[config.mk]
export PLATFORM = sky130hd
export DESIGN_NAME = ffdiv_result_fifo
export DESIGN_NICKNAME = d
export VERILOG_FILES = /design/src/rtl/ffdiv_result_fifo.sv
export SDC_FILE = /design/constraint.sdc
export NUM_CORES = 1
export LEC_CHECK = 0
export BUFFER_PORTS_ARGS = -buffer_cell sky130_fd_sc_hd__buf_2
export CORE_ASPECT_RATIO = 1.75
export CORE_MARGIN = 1.5
export CORE_UTILIZATION = 62
export CTS_BUF_LIST = sky130_fd_sc_hd__clkbuf_2 sky130_fd_sc_hd__clkbuf_4 sky130_fd_sc_hd__clkbuf_8
export CTS_CLUSTER_DIAMETER = 30
export DETAILED_ROUTE_END_ITERATION = 12
export GPL_TIMING_DRIVEN = 0
export HOLD_SLACK_MARGIN = 0.05
export PLACE_DENSITY_LB_ADDON = 0.08
export SLEW_MARGIN = 15
export SYNTH_ARGS = -nofsm -noshare
export SYNTH_HDL_FRONTEND = slang
export SYNTH_SLANG_ARGS = --single-unit
[constraint.sdc]
create_clock -name clk -period 2.75 [get_ports clk]
set_input_delay 0 -clock clk [delete_from_list [all_inputs] [get_ports clk]]
set_output_delay 0 -clock clk [all_outputs]
set_load 0.05 [all_outputs]
[src/rtl/ffdiv_result_fifo.sv]
// ffdiv_result_fifo: result stage behind the 32-bit float divider.
// Packs each divider result into an IEEE-754 single word and classifies it.
// Word and class flags are queued in a small FIFO that a valid/ready consumer drains.
// Optional feature macro: FFDIV_LAT_CNT_EN adds a per-entry start-to-result latency (res_lat).
// Ports:
//   clk, rst_n                     clock, asynchronous active-low reset
//   div_start                      divider start strobe (restarts latency count)
//   sign, biased_exp, fraction     divider result fields
//   div_ready                      divider result valid (level; rising edge pushes)
//   res_valid, res_ready           head handshake toward the consumer
//   res_data, res_flags            head word and {nan,inf,zero,denorm}, zero when not valid
//   fifo_level                     occupied entries, 0..FIFO_DEPTH
//   ovf_err, clr_err               sticky overflow flag and its synchronous clear
//   res_lat                        (FFDIV_LAT_CNT_EN only) head latency in cycles, saturating
module ffdiv_result_fifo #(
  parameter int unsigned OPERAND_WIDTH     = 32,
  parameter int unsigned EXP_WIDTH         = 8,
  parameter int unsigned SIGNIFICAND_WIDTH = 24,
  parameter int unsigned FIFO_DEPTH        = 4
) (
  input  logic                            clk,
  input  logic                            rst_n,
  input  logic                            div_start,
  input  logic                            sign,
  input  logic [EXP_WIDTH-1:0]            biased_exp,
  input  logic [SIGNIFICAND_WIDTH-2:0]    fraction,
  input  logic                            div_ready,
  output logic                            res_valid,
  input  logic                            res_ready,
  output logic [OPERAND_WIDTH-1:0]        res_data,
  output logic [3:0]                      res_flags,
  output logic [$clog2(FIFO_DEPTH):0]     fifo_level,
`ifdef FFDIV_LAT_CNT_EN
  output logic [15:0]                     res_lat,
`endif
  output logic                            ovf_err,
  input  logic                            clr_err
);

  localparam int unsigned PTR_W  = $clog2(FIFO_DEPTH);
  localparam int unsigned LVL_W  = PTR_W + 1;
  localparam int unsigned FLAG_W = 4;
`ifdef FFDIV_LAT_CNT_EN
  localparam int unsigned LAT_W   = 16;
  localparam int unsigned ENTRY_W = LAT_W + FLAG_W + OPERAND_WIDTH;
`else
  localparam int unsigned ENTRY_W = FLAG_W + OPERAND_WIDTH;
`endif

  logic [ENTRY_W-1:0] r_mem [FIFO_DEPTH];
  logic [PTR_W-1:0]   r_wr_ptr;
  logic [PTR_W-1:0]   r_rd_ptr;
  logic [LVL_W-1:0]   r_count;
  logic               r_valid;
  logic [ENTRY_W-1:0] r_head;
  logic               r_ovf;
  logic               r_rdy_q;
  logic               r_armed;

  logic               w_edge;
  logic               w_full;
  logic               w_pop;
  logic               w_push;
  logic               w_drop;
  logic [LVL_W-1:0]   w_cnt_nxt;
  logic [PTR_W-1:0]   w_rd_nxt;
  logic [ENTRY_W-1:0] w_entry;
  logic [ENTRY_W-1:0] w_head_nxt;
  logic [FLAG_W-1:0]  w_flags;
  logic               w_exp_ones;
  logic               w_exp_zero;
  logic               w_frac_zero;

  // Result classification
  assign w_exp_ones  = &biased_exp;
  assign w_exp_zero  = ~|biased_exp;
  assign w_frac_zero = ~|fraction;
  assign w_flags     = {w_exp_ones & ~w_frac_zero, w_exp_ones & w_frac_zero,
                        w_exp_zero & w_frac_zero,  w_exp_zero & ~w_frac_zero};

`ifdef FFDIV_LAT_CNT_EN
  logic [LAT_W-1:0] r_lat_cnt;
  logic             r_counting;
  logic [LAT_W-1:0] w_lat_inc;
  logic [LAT_W-1:0] w_lat_val;

  assign w_lat_inc = (&r_lat_cnt) ? r_lat_cnt : r_lat_cnt + LAT_W'(1);
  // The stored value includes the push cycle itself, so start->edge distance is reported
  assign w_lat_val = div_start ? '0 : w_lat_inc;
  assign w_entry   = {w_lat_val, w_flags, OPERAND_WIDTH'({sign, biased_exp, fraction})};

  // Latency counter: restarts on div_start, frozen after the result edge
  always_ff @(posedge clk or negedge rst_n) begin
    if (!rst_n) begin
      r_lat_cnt  <= '0;
      r_counting <= 1'b0;
    end else if (div_start) begin
      r_lat_cnt  <= '0;
      r_counting <= 1'b1;
    end else if (w_edge) begin
      r_counting <= 1'b0;
    end else if (r_counting) begin
      r_lat_cnt  <= w_lat_inc;
    end
  end

  assign res_lat = r_head[ENTRY_W-1 -: LAT_W];
`else
  assign w_entry = {w_flags, OPERAND_WIDTH'({sign, biased_exp, fraction})};
`endif

  // r_armed blocks the first cycle after reset so an already-high div_ready is not an edge
  assign w_edge = div_ready & ~r_rdy_q & r_armed;
  assign w_full = (r_count == LVL_W'(FIFO_DEPTH));
  assign w_pop  = r_valid & res_ready;
  assign w_push = w_edge & (~w_full | w_pop);
  assign w_drop = w_edge & w_full & ~w_pop;

  assign w_rd_nxt = w_pop ? r_rd_ptr + PTR_W'(1) : r_rd_ptr;

  // Occupancy update
  always_comb begin
    w_cnt_nxt = r_count;
    if (w_push && !w_pop) begin
      w_cnt_nxt = r_count + LVL_W'(1);
    end else if (!w_push && w_pop) begin
      w_cnt_nxt = r_count - LVL_W'(1);
    end
  end

  // Next head: a push landing in the slot the read pointer moves to bypasses the memory
  assign w_head_nxt = (w_push && (w_rd_nxt == r_wr_ptr)) ? w_entry : r_mem[w_rd_nxt];

  // FIFO storage, pointers and registered head
  always_ff @(posedge clk or negedge rst_n) begin
    if (!rst_n) begin
      for (int i = 0; i < int'(FIFO_DEPTH); i++) begin
        r_mem[i] <= '0;
      end
      r_wr_ptr <= '0;
      r_rd_ptr <= '0;
      r_count  <= '0;
      r_valid  <= 1'b0;
      r_head   <= '0;
      r_ovf    <= 1'b0;
      r_rdy_q  <= 1'b0;
      r_armed  <= 1'b0;
    end else begin
      if (w_push) begin
        r_mem[r_wr_ptr] <= w_entry;
        r_wr_ptr        <= r_wr_ptr + PTR_W'(1);
      end
      r_rd_ptr <= w_rd_nxt;
      r_count  <= w_cnt_nxt;
      r_valid  <= (w_cnt_nxt != '0);
      r_head   <= (w_cnt_nxt != '0) ? w_head_nxt : '0;
      r_rdy_q  <= div_ready;
      r_armed  <= 1'b1;
      // Set has priority over clear
      if (w_drop) begin
        r_ovf <= 1'b1;
      end else if (clr_err) begin
        r_ovf <= 1'b0;
      end
    end
  end

  assign res_valid  = r_valid;
  assign res_data   = r_head[OPERAND_WIDTH-1:0];
  assign res_flags  = r_head[OPERAND_WIDTH +: FLAG_W];
  assign fifo_level = r_count;
  assign ovf_err    = r_ovf;

endmodule

==> results of run 1 <==
==> cells in the mapped netlist, drive strengths merged <==
master    n
o221ai   36
nand3b    1
o211ai    1
a2111o    1
a21oi     6
ha        7
nand2b    1
nand4b    1
a311oi    3
nor2     40
dfrtp   191
and2      1
a31o      1
and3      1
nor3      6
inv       7
a31oi     2
conb      1
o311a     3
and3b     1
xnor3     1
buf      41
or3       1
o21ai    25
or4       1
or2       4
a32oi    32
nand3     3
mux2i    32
a211oi   33
nor2b     5
nor3b     1
o21bai    1
nand4     6
nand2   288
clkbuf   30
nor4      7
o31ai     1
xnor2     6
o211a     1
mux2    128
==> worst min path at each step <==
stage / start / endpoint / slack [ns] / cells after the start
2_1_floorplan: rst_n / fifo_level[0] / -0.30 / 0
3_3_place_gp: div_ready / r_rdy_q / 0.13 / 1
3_5_place_dp: rst_n / r_mem[99] / 0.12 / 1
4_1_cts: div_ready / r_rdy_q / 0.18 / 2
5_1_grt: div_ready / r_rdy_q / 0.19 / 2
6_report: rst_n / r_mem[26] / 0.18 / 2
==> logic make-up (layout without fill, tap and decap cells) <==
logic type	Yosys count	count (layout)	share of synthesized area [%]
simple gates	368	368	15.3
flops	191	191	49.4
mux	160	160	18.2
compound gates	146	146	11.8
buf+inv	78	224	3.48
fa+ha+maj	7	7	0.906
xor+xnor	7	7	0.777
other cells	1	1	0.0388
==> layer usage <==
layer	vias up	global-route usage [%]	share of wire [%]
met3	103	5.48	6.1
li1	3657	-	-
met2	413	58.5	51
met4	0	19.8	5.2
met1	4055	39.4	38
met5	-	0	0
==> flip-flops by register name (all words and copies together), names as in the netlist <==
name	count
r_mem	144
r_head	36
fifo_level	3
r_rd_ptr	2
r_wr_ptr	2
ovf_err	1
r_armed	1
r_rdy_q	1
res_valid	1
==> what timing repair did <==
item | 4_1_cts | 5_1_grt
resized for setup | 0 | 1
endpoints found under the hold margin | 269 | 0
hold buffers | 36 | 0
setup endpoints to repair | 0 | 12
buffers inserted | 0 | 0
==> metrics by stage <==
| step | power (mW) | util, % |
|---|---|---|
| floorplan | 9.65 | - |
| global placement | 11.2 | 67.1 |
| detailed placement | 11.4 | 67.4 |
| CTS | 13.3 | 72.3 |
| global route | 14.2 | 72.3 |
| finish | 13.4 | 72.3 |
==> layout make-up <==
cell class | instances | area, um^2 | share of cell area, %
clock inverters | 12 | 115 | 1.04
plain buffers | 71 | 310 | 2.80
multi-input cells | 689 | 4550 | 41.1
repair buffers | 114 | 783 | 7.07
well taps | 186 | 233 | 2.10
flip-flops and latches | 191 | 4780 | 43.1
inverters | 7 | 26.3 | 0.237
clock buffers | 20 | 275 | 2.49
==> power by group through the flow <==
| stage | logic [mW] | registers (mW) | clock network [mW] |
|---|---|---|---|
| after global placement | 6.34 | 4.91 | 0 |
| after CTS | 6.54 | 4.89 | 1.86 |
| after floorplan | 3.85 | 5.80 | 0 |
| after global routing | 7.13 | 5.07 | 1.97 |
| final | 6.63 | 4.93 | 1.83 |
| after detailed placement | 6.48 | 4.95 | 0 |
==> out/metrics.yaml, run 1 <==
status: "complete, no violations"
gp_congestion: 0.932
syn_avg_cell_area_um2: 10.1
timing.final.crit_share_pct: 95.2
yosysTopAreaCellShare_pct: 49.4
critPathLaunchType: "register"
hold_violations: 0
die_h_um: 168
numCtsBuffers: 17
max_freq_ghz: 0.382
synth.area.top_cells: "dfrtp_1 49%, mux2_2 15%, nand2_1 11%"
cp.depth: 7
r2r-end: "r_head[18]"
clockRootBuffer: "clkbuf_8"
insertion_delay_ns: 0.47
cp_max_fo: 10
max_stage_delay_ns: 0.47
crit_slowest_cell: "dfrtp_1"
dpl_worst_slack_ns: 0.0561
pin_count: 79
dieWidth_um: 97.4
design_area_mm2: 0.0111
finalSetupViolCount: 0
track_usage_pct: 33.8
intPower_mw: 7.38
final_nets: 1136
leakagePower_nw: 5.14
r2r_cells: 7
area_growth_pct: 14.6
placedCellCount: 1222
fin_cells: 1290
pwr-share-seq_pct: 36.8
path_class: "reg -> reg"
placedInstanceArea_mm2: 0.0103
irDropWorstVdd_mv: 0.684
critical_path_required_ns: 3.07
drcViolationCount: 0
dieArea_mm2: 0.0164
viasPerCell: 6.38
combPwrFrac_pct: 49.5
numPortBuffers: 77
n_fill_cell: 1193
clkPwrFrac_pct: 13.7
grt_overflow: 0
layout_common_cells: "288 x nand2_1, 191 x dfrtp_1, 128 x mux2_2, 111 x buf_2, 40 x nor2_1"
yosysWarnings: 0
worstPathCellList: "inv_1 -> ha_1 -> a31oi_1 -> nand3_2 -> buf_2 -> buf_2 -> a211oi_1"
drt_iter0_markers: 696
rsz0062_at_grt: "no"
fin_skew_ns: 0.0179
switching_share_pct: 44.9
synth_top_area_cell: "dfrtp_1"
yosysSeqAreaShare_pct: 49.4
startpoint: "fifo_level[0]"
tns_ns: 0
clock_sinks: 191
grt_max_degree: 108
cpMostUsedCell: "buf_2"
worstMarginPinSlew_ns: 0.789
setup_ws_ns: 0.132
relSlewSlack_pct: 47.4
rows: 60
htree_levels: 4
rr_startpoint: "fifo_level[0]"
critPathCapture: "r_head[18]"
initial_core_util_pct: 63.1
synthesis.instances: 958
num_vias: 8228
routed_wl_um: 26900
min_period_ns: 2.62
regToRegSetupSlack_ns: 0.13
drive_gt1_share_pct: 25.4
hpwl_um: 17700
coreArea_mm2: 0.0153
dr.pass1.iters: 5
grt_pass1_vias: 8440
slew_violations: 0
critPathCaptureType: "register"
power_density_mw_per_mm2: 1210
crit_buf_inv: 3
synthDistinctLibCells: 46
cts_tree: "yes"
synth_area_mm2: 0.00967
ctsLongestPathBuffers: 2
routedWlPerCell_um: 20.9
ant_nets: 0
grt_pass1_wl_um: 43400
antenna_found_initial: 0
arrival_ns: 2.94
n_antenna_cell: 0
syn_nets: 1003
drv_cap: 0
crit_family: "compound AO/OA/AOI/OAI gates"
whs_ns: 0.183
final_common_cell: "nand2_1"
synth_seq_cells: 191
path_clk_slew_ns: 0.10
switchingPower_mw: 6.02
worst_hold_path_type: "in -> async"
Note: power is estimated with default switching activity, not from simulation.
==> run 2: changes to the inputs <==
CTS_CLUSTER_SIZE = 14   (was unset)
REMOVE_ABC_BUFFERS = 1   (was unset)
==> run 2 against run 1 <==
Net effect:
- clock-buffer cell count shrank 1
- clock skew is 0.0039 ns higher
- global-route usage down 4.9 points
==> out/metrics.yaml, run 2 (synthesis results as in run 1) <==
numPortBuffers: 77  # unchanged
gp_congestion: 0.742  # -20%
final_common_cell: "nand2_1"
ctsLongestPathBuffers: 2  # unchanged
drt_iter0_markers: 513  # -26%
coreArea_mm2: 0.0153  # unchanged
n_antenna_cell: 0  # unchanged
grt_pass1_vias: 7422  # -12%
worstPathCellList: "nand2_8 -> buf_16 -> a31oi_4 -> buf_4 -> a2111o_1 -> a31oi_4 -> buf_16 -> a211oi_1"
clockRootBuffer: "clkbuf_8"
final_nets: 1089  # -4.1%
register_area_mm2: 0.00478  # about the same
rr_startpoint: "res_valid"
max_stage_delay_ns: 0.53  # +0.06 ns
cp_max_fo: 75  # +65
top_register: "r_mem"
dr.pass1.iters: 7  # +2
slew_violations: 0  # unchanged
arrival_ns: 2.96  # +0.02 ns
drv_cap: 0  # unchanged
dpl_worst_slack_ns: -0.583  # -0.639 ns
numCtsBuffers: 17  # unchanged
worstMarginPinSlew_ns: 0.677  # -0.112 ns
relSlewSlack_pct: 54.4  # +7.0 points
die_h_um: 168  # unchanged
min_period_ns: 2.64  # +0.0171 ns
grt_overflow: 0  # unchanged
leakagePower_nw: 5.19  # +1.1%
rows: 60  # unchanged
cts_tree: "yes"
viasPerCell: 6.22  # -2.5%
hold_violations: 0  # unchanged
largest_reg_flops: 144  # unchanged
pin_count: 79  # unchanged
dieArea_mm2: 0.0164  # unchanged
post-route-util_pct: 73.4  # +1.1 points
drive_gt1_share_pct: 26.6  # +1.2 points
path_clk_slew_ns: 0.11  # about the same
irDropWorstVdd_mv: 0.619  # -9.5%
fin_skew_ns: 0.0218  # +0.00387 ns
track_usage_pct: 28.9  # -4.9 points
num_vias: 7727  # -6.1%
dieWidth_um: 97.4  # unchanged
layout_common_cells: "282 x nand2_1, 189 x dfrtp_1, 128 x mux2_2, 76 x buf_2, 39 x nor2_1"
status: "complete, no violations"
clock_sinks: 191  # unchanged
ant_nets: 0  # unchanged
drcViolationCount: 0  # unchanged
antenna_found_initial: 0  # unchanged
grt_pass1_wl_um: 38000  # -13%
finalSetupViolCount: 0  # unchanged
grt_max_degree: 82  # -24%
routed_wl_um: 23500  # -13%
crit_slowest_cell: "dfrtp_2"
power_density_mw_per_mm2: 1180  # -2.5%
path_class: "reg -> reg"
critPathCaptureType: "register"
htree_levels: 4  # unchanged
max_freq_ghz: 0.379  # -0.65%
hpwl_um: 13900  # -21%
worst_hold_path_type: "in -> async"
rsz0062_at_grt: "no"
insertion_delay_ns: 0.46  # about the same
initial_core_util_pct: 63.1  # unchanged
routedWlPerCell_um: 18.9  # -9.3%
multi_input_area_mm2: 0.00466  # +2.4%
n_fill_cell: 1149  # -3.7%
r2r_cells: 8  # +1
critical_path_required_ns: 3.07  # about the same
critPathLaunchType: "register"
r2r-end: "r_head[24]"
regToRegSetupSlack_ns: 0.11  # -0.02 ns
timing.final.crit_share_pct: 95.8  # +0.62 points
area_growth_pct: 16.3
setup_ws_ns: 0.115  # -0.0171 ns
run 2: worst max-delay path, delay by kind of cell (launching register included):
kind / cells / cell delay, ns
AOI/OAI and AO/OA: 4 / 0.99
buffers and inverters: 3 / 0.71
and+or+nand+nor: 1 / 0.24
DFF: 1 / 0.53
run 2: through the flow:
stage,hold WS [ns],instance area (um^2),total power [mW],cells,setup TNS [ns]
2_1_floorplan,-0.296,9360,9.58,887,-421.85
3_3_place_gp,0.132,9970,11.1,1150,-1054.27
3_5_place_dp,-0.105,10400,11.4,1165,-65.92
4_1_cts,0.0790,11200,13.2,1240,0
5_1_grt,0.0955,11200,14.0,1242,0
6_report,0.0801,11200,13.3,1242,0
run 2: where the power goes:
part	internal (mW)	total, mW	switching (mW)	leakage [nW]
Sequential	4.10	5.03	0.936	2.36
Combinational	2.77	6.57	3.80	2.67
Clock	0.644	1.65	1.00	0.162
Total	7.51	13.3	5.74	5.19
run 2: worst max-delay path by stage:
| stage | from | end | depth (start not counted) |
|---|---|---|---|
| 2_1_floorplan | res_valid | r_head[32] | 5 |
| 3_3_place_gp | res_valid | r_head[35] | 5 |
| 3_5_place_dp | res_valid | r_head[8] | 7 |
| 4_1_cts | res_valid | r_head[20] | 7 |
| 5_1_grt | res_valid | r_head[5] | 8 |
| 6_report | res_valid | r_head[24] | 8 |
run 2: timing repair:
item                       4_1_cts  5_1_grt
setup buffers                    6        0
hold buffers                    37        0
gates resized for setup          4        2
setup endpoints to repair      177      100
cloned                           1        2
hold endpoints to repair       356        0
pin swaps                        4        2
run 2: metal layers:
layer | vias up | track usage [%] | share of wire [%]
li1 | 3554 | - | -
met1 | 3873 | 37.7 | 42
met2 | 261 | 49.4 | 51
met3 | 39 | 3.49 | 5.2
met4 | 0 | 11.2 | 2.4
met5 | - | 0 | 0
run 2: final cells by class:
cell class | instances | share of cell area (%)
Multi-Input combinational cell | 692 | 41.5
Timing Repair Buffer | 135 | 10.7
Inverter | 7 | 0.234
Clock inverter | 12 | 0.779
Sequential cell | 191 | 42.5
Tap cell | 186 | 2.07
Clock buffer | 19 | 2.22
